## src/rtl/pipe_ctrl.sv

```systemverilog
// Pipeline control: stall/flush/write-enable arbitration with HLT drain and halt.
// Optional performance counters are built when PIPE_PERF_CNT_EN is defined.
module pipe_ctrl #(
  parameter int unsigned DRAIN_CYCLES = 3
) (
  input  logic        clk,
  input  logic        rst,
  input  logic        hazard_stall,
  input  logic        branch_taken,
  input  logic        halt_dec,
  input  logic        imem_busy,
  input  logic        dmem_busy,
  output logic        pc_we,
  output logic        if_id_we,
  output logic        id_ex_we,
  output logic        ex_mem_we,
  output logic        mem_wb_we,
  output logic        if_id_flush,
  output logic        id_ex_flush,
  output logic        halted,
  output logic [15:0] stall_cnt,
  output logic [15:0] flush_cnt
);

  localparam int unsigned CW = (DRAIN_CYCLES > 0) ? $clog2(DRAIN_CYCLES + 1) : 1;

  typedef enum logic [1:0] {RUN, DRAIN, HALT} state_t;

  state_t          state, state_nxt;
  logic            redirect_pending, redirect_nxt;
  logic [CW-1:0]   drain_cnt, drain_nxt;

  always_ff @(posedge clk) begin
    if (rst) begin
      state            <= RUN;
      redirect_pending <= 1'b0;
      drain_cnt        <= '0;
    end else begin
      state            <= state_nxt;
      redirect_pending <= redirect_nxt;
      drain_cnt        <= drain_nxt;
    end
  end

  // Drain counts non-frozen cycles; the cycle that takes it to zero is the last DRAIN cycle.
  always_comb begin
    state_nxt    = state;
    redirect_nxt = redirect_pending;
    drain_nxt    = drain_cnt;
    case (state)
      RUN: begin
        if (dmem_busy || hazard_stall) begin
          state_nxt = RUN;
        end else if (halt_dec) begin
          state_nxt    = DRAIN;
          drain_nxt    = CW'(DRAIN_CYCLES);
          redirect_nxt = 1'b0;
        end else if (branch_taken) begin
          redirect_nxt = imem_busy;
        end else if (redirect_pending && !imem_busy) begin
          redirect_nxt = 1'b0;
        end
      end
      DRAIN: begin
        if (!dmem_busy) begin
          redirect_nxt = 1'b0;
          if (drain_cnt <= CW'(1)) state_nxt = HALT;
          if (drain_cnt != '0) drain_nxt = drain_cnt - CW'(1);
        end
      end
      HALT:    state_nxt = HALT;
      default: state_nxt = RUN;
    endcase
  end

  always_comb begin
    pc_we       = 1'b1;
    if_id_we    = 1'b1;
    id_ex_we    = 1'b1;
    ex_mem_we   = 1'b1;
    mem_wb_we   = 1'b1;
    if_id_flush = 1'b0;
    id_ex_flush = 1'b0;
    halted      = 1'b0;
    if (rst) begin
      {pc_we, if_id_we, id_ex_we, ex_mem_we, mem_wb_we} = '0;
      if_id_flush = 1'b1;
      id_ex_flush = 1'b1;
    end else if (state == HALT) begin
      {pc_we, if_id_we, id_ex_we, ex_mem_we, mem_wb_we} = '0;
      halted = 1'b1;
    end else if (dmem_busy) begin
      {pc_we, if_id_we, id_ex_we, ex_mem_we, mem_wb_we} = '0;
    end else if (state == DRAIN) begin
      pc_we       = 1'b0;
      if_id_flush = 1'b1;
    end else if (hazard_stall) begin
      pc_we       = 1'b0;
      if_id_we    = 1'b0;
      id_ex_flush = 1'b1;
    end else if (halt_dec) begin
      pc_we       = 1'b0;
      if_id_flush = 1'b1;
    end else if (branch_taken) begin
      if_id_flush = 1'b1;
    end else if (redirect_pending || imem_busy) begin
      pc_we       = 1'b0;
      if_id_flush = 1'b1;
    end
  end

`ifdef PIPE_PERF_CNT_EN
  logic [15:0] stall_q, flush_q;

  always_ff @(posedge clk) begin
    if (rst) begin
      stall_q <= '0;
      flush_q <= '0;
    end else begin
      if (state == RUN && !pc_we && stall_q != '1) stall_q <= stall_q + 16'd1;
      if ((if_id_flush || id_ex_flush) && flush_q != '1) flush_q <= flush_q + 16'd1;
    end
  end

  assign stall_cnt = stall_q;
  assign flush_cnt = flush_q;
`else
  assign stall_cnt = '0;
  assign flush_cnt = '0;
`endif

endmodule

```

## config.mk

```make
export PLATFORM = sky130hd
export DESIGN_NAME = pipe_ctrl
export DESIGN_NICKNAME = d
export VERILOG_FILES = /design/src/rtl/pipe_ctrl.sv
export SDC_FILE = /design/constraint.sdc
export NUM_CORES = 1
export LEC_CHECK = 0
export BUFFER_PORTS_ARGS = -buffer_cell sky130_fd_sc_hd__buf_2
export CORE_AREA = 2 2 43 45
export CTS_CLUSTER_DIAMETER = 30
export DETAILED_ROUTE_END_ITERATION = 7
export DIE_AREA = 0 0 45 47
export PLACE_DENSITY_LB_ADDON = 0.05
export RECOVER_POWER = 25
export SETUP_SLACK_MARGIN = 0.1
export SLEW_MARGIN = 15
export SYNTH_ARGS = -nofsm -noshare
export SYNTH_HDL_FRONTEND = slang
export SYNTH_SLANG_ARGS = --single-unit
```

## constraint.sdc

```tcl
create_clock -name clk -period 3.35 [get_ports clk]
set_clock_uncertainty 0.15 [all_clocks]
set_input_delay 1.005 -clock clk [delete_from_list [all_inputs] [get_ports clk]]
set_output_delay 1.005 -clock clk [all_outputs]
set_load 0.01 [all_outputs]
```

# == Word-level counts from Yosys, hierarchy flattened ==
# Cells that the tools add are included.
# word_totals
output_inout_bits,40
register_bits,5
input_bits,7
# classes
eq_ne,9
add_sub_neg,1
reduce_logical,10
mux,47
order_cmp,1
# ops
cell,n
$mux W1,36
$mux W2,8
$ne A2 B2 Y1 const B,5
$pmux W2 S3,1
$reduce_and A5 Y1,1
$ne A4 B4 Y1 const B,1
$pmux W2 S2,1
$reduce_and A4 Y1,1
$reduce_bool A2 Y1,2
$ne A3 B3 Y1 const B,1
$reduce_and A3 Y1,1
$eq A2 B1 Y1 const B,1
$eq A2 B2 Y1 const B,1
$le A2 B1 Y1 const B,1
$logic_not A2 Y1,1
$logic_or A1 B1 Y1,2
$pmux W1 S2,1
$sub A2 B1 Y2 const B,1
$logic_and A1 B1 Y1,1
$logic_not A1 Y1,1

# == Depth between registers and ports, before layout ==
# depth
ltp_word,9
depth_mapped,7
mapped_depth_nobuf,6

# == Least setup slack after synthesis ==
# No wires, ideal clock.
# synth_path
path_kind,input -> output
from,input dmem_busy
to,output pc_we
setup_slack_ns,0.003
t_required_ns,2.195
t_arrival_ns,2.192
cell_stages,4
path_cell_list,clkbuf_2 > nor3_1 > o21ai_0 > nor4_1
# synth_via
elab_chain_cells,3
# synth_lines
item,line,text
from (decl),12,"input logic dmem_busy,"
$mux W1,92,end else if (dmem_busy) begin
$mux W1,89,end else if (state == HALT) begin
$mux W1,85,if (rst) begin
to (decl),13,"output logic pc_we,"
# Every way passes these cells.

# == Worst setup path after layout ==
# Ends and elaborated chain as after synthesis.

==> results.md <==
Run status:
- The flow ran to the end, and the final reports show no timing, DRC or antenna violations.

Yosys:
- The cell area after synthesis is 684 um^2.
- The proportion of synthesized chip area in sequential cells is 0.146.
- Among all flip-flop cells after synthesis, the most frequent one is sky130_fd_sc_hd__dfxtp_1.
- The number of library cell types mapped by synthesis is 25.
- The per-instance average area after synthesis is 7.87 um^2.
- The proportion of synthesized flip-flops having asynchronous set or reset is 0.
- The post-synthesis sequential element count is 5.
- The warning count from the yosys run is 0.
- Synthesis produced 87 cells.
- The synthesized design contains 0 enable-type register cells.

Setup path:
- Counting both buffers and inverters, the worst setup path holds a total of 2.
- Setup slack on the worst reg-to-reg path comes out at 1.56 ns.
- The peak per-stage delay on the critical path is 0.27 ns.
- STA classifies the critical path startpoint as a primary input.
- The most numerous cell type found on the critical path is sky130_fd_sc_hd__buf_2.
- The reg-to-reg endpoint is drain_cnt[1].
- For the worst flop-to-flop path, the logic depth is 6.
- Of all nets on the critical path, the largest fanout is 8.
- Data on the critical path is required at its endpoint by 2.19 ns.
- The launching instance or port of the critical path is dmem_busy.
- Broken down by cell family, the worst path's largest delay share belongs to simple AND/OR/NAND/NOR gates.
- By startpoint and endpoint, the worst setup path is classified as in -> out.
- The sort of element at the end of the critical path is an output port.
- Walking the worst path, the cells encountered are buf_2, nor3_2, o21ai_0, nor4_1, buf_2.
- In this run the number of cells on the critical path is 5.
- The slowest stage of the critical path belongs to the cell sky130_fd_sc_hd__nor3_2.
- The startpoint of the most critical register-to-register path is state[1].
- At the worst endpoint, the arrival time is 1.89 ns.

Timing:
- Summed over all failing endpoints, the final setup total negative slack is 0 ns.
- The final count of hold timing violations is 0.
- In the finished design, the share of the clock period the worst path needs comes to 0.909.
- The slack of the critical path is 0.306 ns.
- The achievable clock frequency is 329 MHz.
- Setup violations remaining at the end of the flow were counted as 0.
- Final hold analysis gives a worst-case slack of 0.331 ns.
- The number of pins with negative max-slew slack in the final report is 0.
- Subtracting the final worst setup slack from the clock period gives 3.04 ns.
- Setup repair after global routing left no endpoint under its margin.

CTS:
- The number of gates resized after CTS was 0.
- The number of clock buffers added by TritonCTS is 3.
- The post-CTS setup buffer count is 0.
- Clock-pin slew was measured on the worst setup and hold paths at 0.04 ns.
- The H-tree level count is 1.
- No sink is reached through more buffers than the 2 on the longest clock path.
- The later-pin clock latency in the skew report is 0.24 ns.
- The clock net sink count is 5.
- CTS placed an instance of sky130_fd_sc_hd__clkbuf_4 at the clock tree root.
- Buffers inserted to repair hold after CTS numbered 0.
- TritonCTS built the clock tree.

Floorplanning:
- The I/O pin total is 47.
- The floorplan step defined a core boundary enclosing 1650 um^2.
- The die extent in y is 47 um.
- The die covers 2120 um^2.
- The width of the die is 45 um.
- The initial utilization of the core area, before any placement, comes to 0.414.
- Row generation in the floorplan step produced 15 rows.

Global routing:
- Entering global routing, the biggest net connects 10 pins.
- The total overflow left after global routing is 0.
- The number of antenna violations at the first check in global routing was 0.
- The via count of the first global-routing pass came to 422.
- The overall routing resource usage is 0.116.
- The first global-routing pass estimated 1.71 mm of wire.

Cells and area:
- The total of fill cells in the finished design is 175.
- The final core utilization is 0.396.
- Summing all flip-flop and latch instances after layout gives 100 um^2.
- The summed area of non-filler cells in the final layout is 654 um^2.
- The area of the multi-input gates is 415 um^2.
- For this run, the post-layout net count is 113.
- The library cells used most frequently in the layout, excluding fill and tap cells, are 32 x sky130_fd_sc_hd__conb_1, 13 x sky130_fd_sc_hd__buf_2, 6 x sky130_fd_sc_hd__inv_1.
- The total inserted antenna cells is 0.
- The relative area change from synthesis to final layout is -4.39%.
- Leaving out fill and tap cells, the most frequent cell in the layout is sky130_fd_sc_hd__conb_1.
- The ratio of cells with drive above 1 in the final layout is 0.190.

Drt:
- The average wire length per cell after detail routing is 9.05 um.
- The number of antenna-violating nets in the routed design is 0.
- Detailed routing inserted a total of 498 vias.
- The starting DRC count in detailed routing is 12.
- The iteration count of the initial detailed-routing pass is 4.
- The ratio of routed vias to standard cells is 4.26.
- The number of remaining DRC errors is 0.
- Wires add up to 1.06 mm.

Place:
- The placed cell area is 629 um^2.
- The worst-case setup slack after placement is 0.295 ns.
- The congestion estimate from routability-driven global placement came to 0.669.
- The count of buffers inserted at the top-level ports is 14.
- Summed over all nets, the half-perimeter wirelength after detailed placement is 900 um.

Worst hold path:
- The class of the tightest hold or removal check is reg -> reg.
- The worst hold path begins at state[1].
- The depth of the worst hold-timing path is 2.
- The worst hold path terminates at state[1].

Power and ir drop:
- The leakage dissipation is 0.330 nW.
- The maximum ir drop on the vdd rail is 167 uV.
- The total power divided by cell area is 301 nW/um^2.

Run:
- The tool flagged a number of max-cap violations equal to 0.
==> area by class of cell <==
cell class,instances,area share
timing repair buffer,14,0.105
sequential,5,0.153
multi-input combinational,71,0.635
inverter,6,0.0344
clock buffer,4,0.0402
tap,17,0.0325
==> worst min-delay path, delay by kind of cell (launching register included) <==
family | cells | cell delay [ns]
muxes | 1 | 0.06
DFF | 1 | 0.32
and+or+nand+nor | 1 | 0.06
==> routing by layer <==
layer	track usage	vias up	wire length, um	share of wire
met5	0	-	0	0
met4	0.0353	0	0	0
met3	0.0692	0	88	0.083
met2	0.191	26	508	0.48
met1	0.127	221	462	0.44
li1	-	251	-	-
==> sequential cells by signal (all words and copies together), names as in the netlist <==
name	flops
state	2
redirect_pending	1
drain_cnt	2
==> cells in the mapped netlist (2+ instances only) <==
cell | instances | area, um^2
sky130_fd_sc_hd__a21oi_1 | 3 | 15.0
sky130_fd_sc_hd__buf_4 | 35 | 263
sky130_fd_sc_hd__dfxtp_1 | 5 | 100
sky130_fd_sc_hd__ha_1 | 5 | 62.6
sky130_fd_sc_hd__inv_1 | 6 | 22.5
sky130_fd_sc_hd__nand2_1 | 5 | 18.8
sky130_fd_sc_hd__nand2b_1 | 2 | 12.5
sky130_fd_sc_hd__nor2_1 | 3 | 11.3
sky130_fd_sc_hd__nor2b_1 | 4 | 25.0
sky130_fd_sc_hd__nor3_1 | 2 | 10.0
sky130_fd_sc_hd__o21a_1 | 2 | 15.0
sky130_fd_sc_hd__o21ai_0 | 2 | 10.0
==> power by group <==
| part | internal, W | switching (W) | total (W) | leakage, nW |
|---|---|---|---|---|
| Sequential | 0.0000630 | 0.00000225 | 0.0000652 | 0.0408 |
| Clock | 0.0000450 | 0.0000243 | 0.0000693 | 0.0150 |
| Combinational | 0.0000197 | 0.0000425 | 0.0000622 | 0.274 |
==> through the flow <==
| step | std cells | total power, W |
|---|---|---|
| finish | 117 | 0.000197 |
| global route | 117 | 0.000215 |
| CTS | 117 | 0.000201 |
| detailed placement | 113 | 0.000128 |
| global placement | 113 | 0.000129 |
| floorplan | 118 | 0.000143 |
==> how the worst max path moves through the flow <==
stage	end	slack, ns
final	pc_we	0.31
after global routing	pc_we	0.16
after CTS	pc_we	0.29
after detailed placement	pc_we	0.30
after global placement	pc_we	0.35
after floorplan	pc_we	0.18
==> logic make-up (layout without fill, tap and decap cells) <==
family / after synthesis / in the layout / synth area share
buffers and inverters: 42 / 24 / 0.424
flip-flops: 5 / 5 / 0.146
other: 1 / 32 / 0.00548
multiplexers: 1 / 1 / 0.0146
AND/OR/NAND/NOR: 19 / 19 / 0.152
adder cells (fa/ha/maj): 5 / 5 / 0.0914
AO/OA/AOI/OAI: 14 / 14 / 0.166
Power figures use the tool's default switching activity.
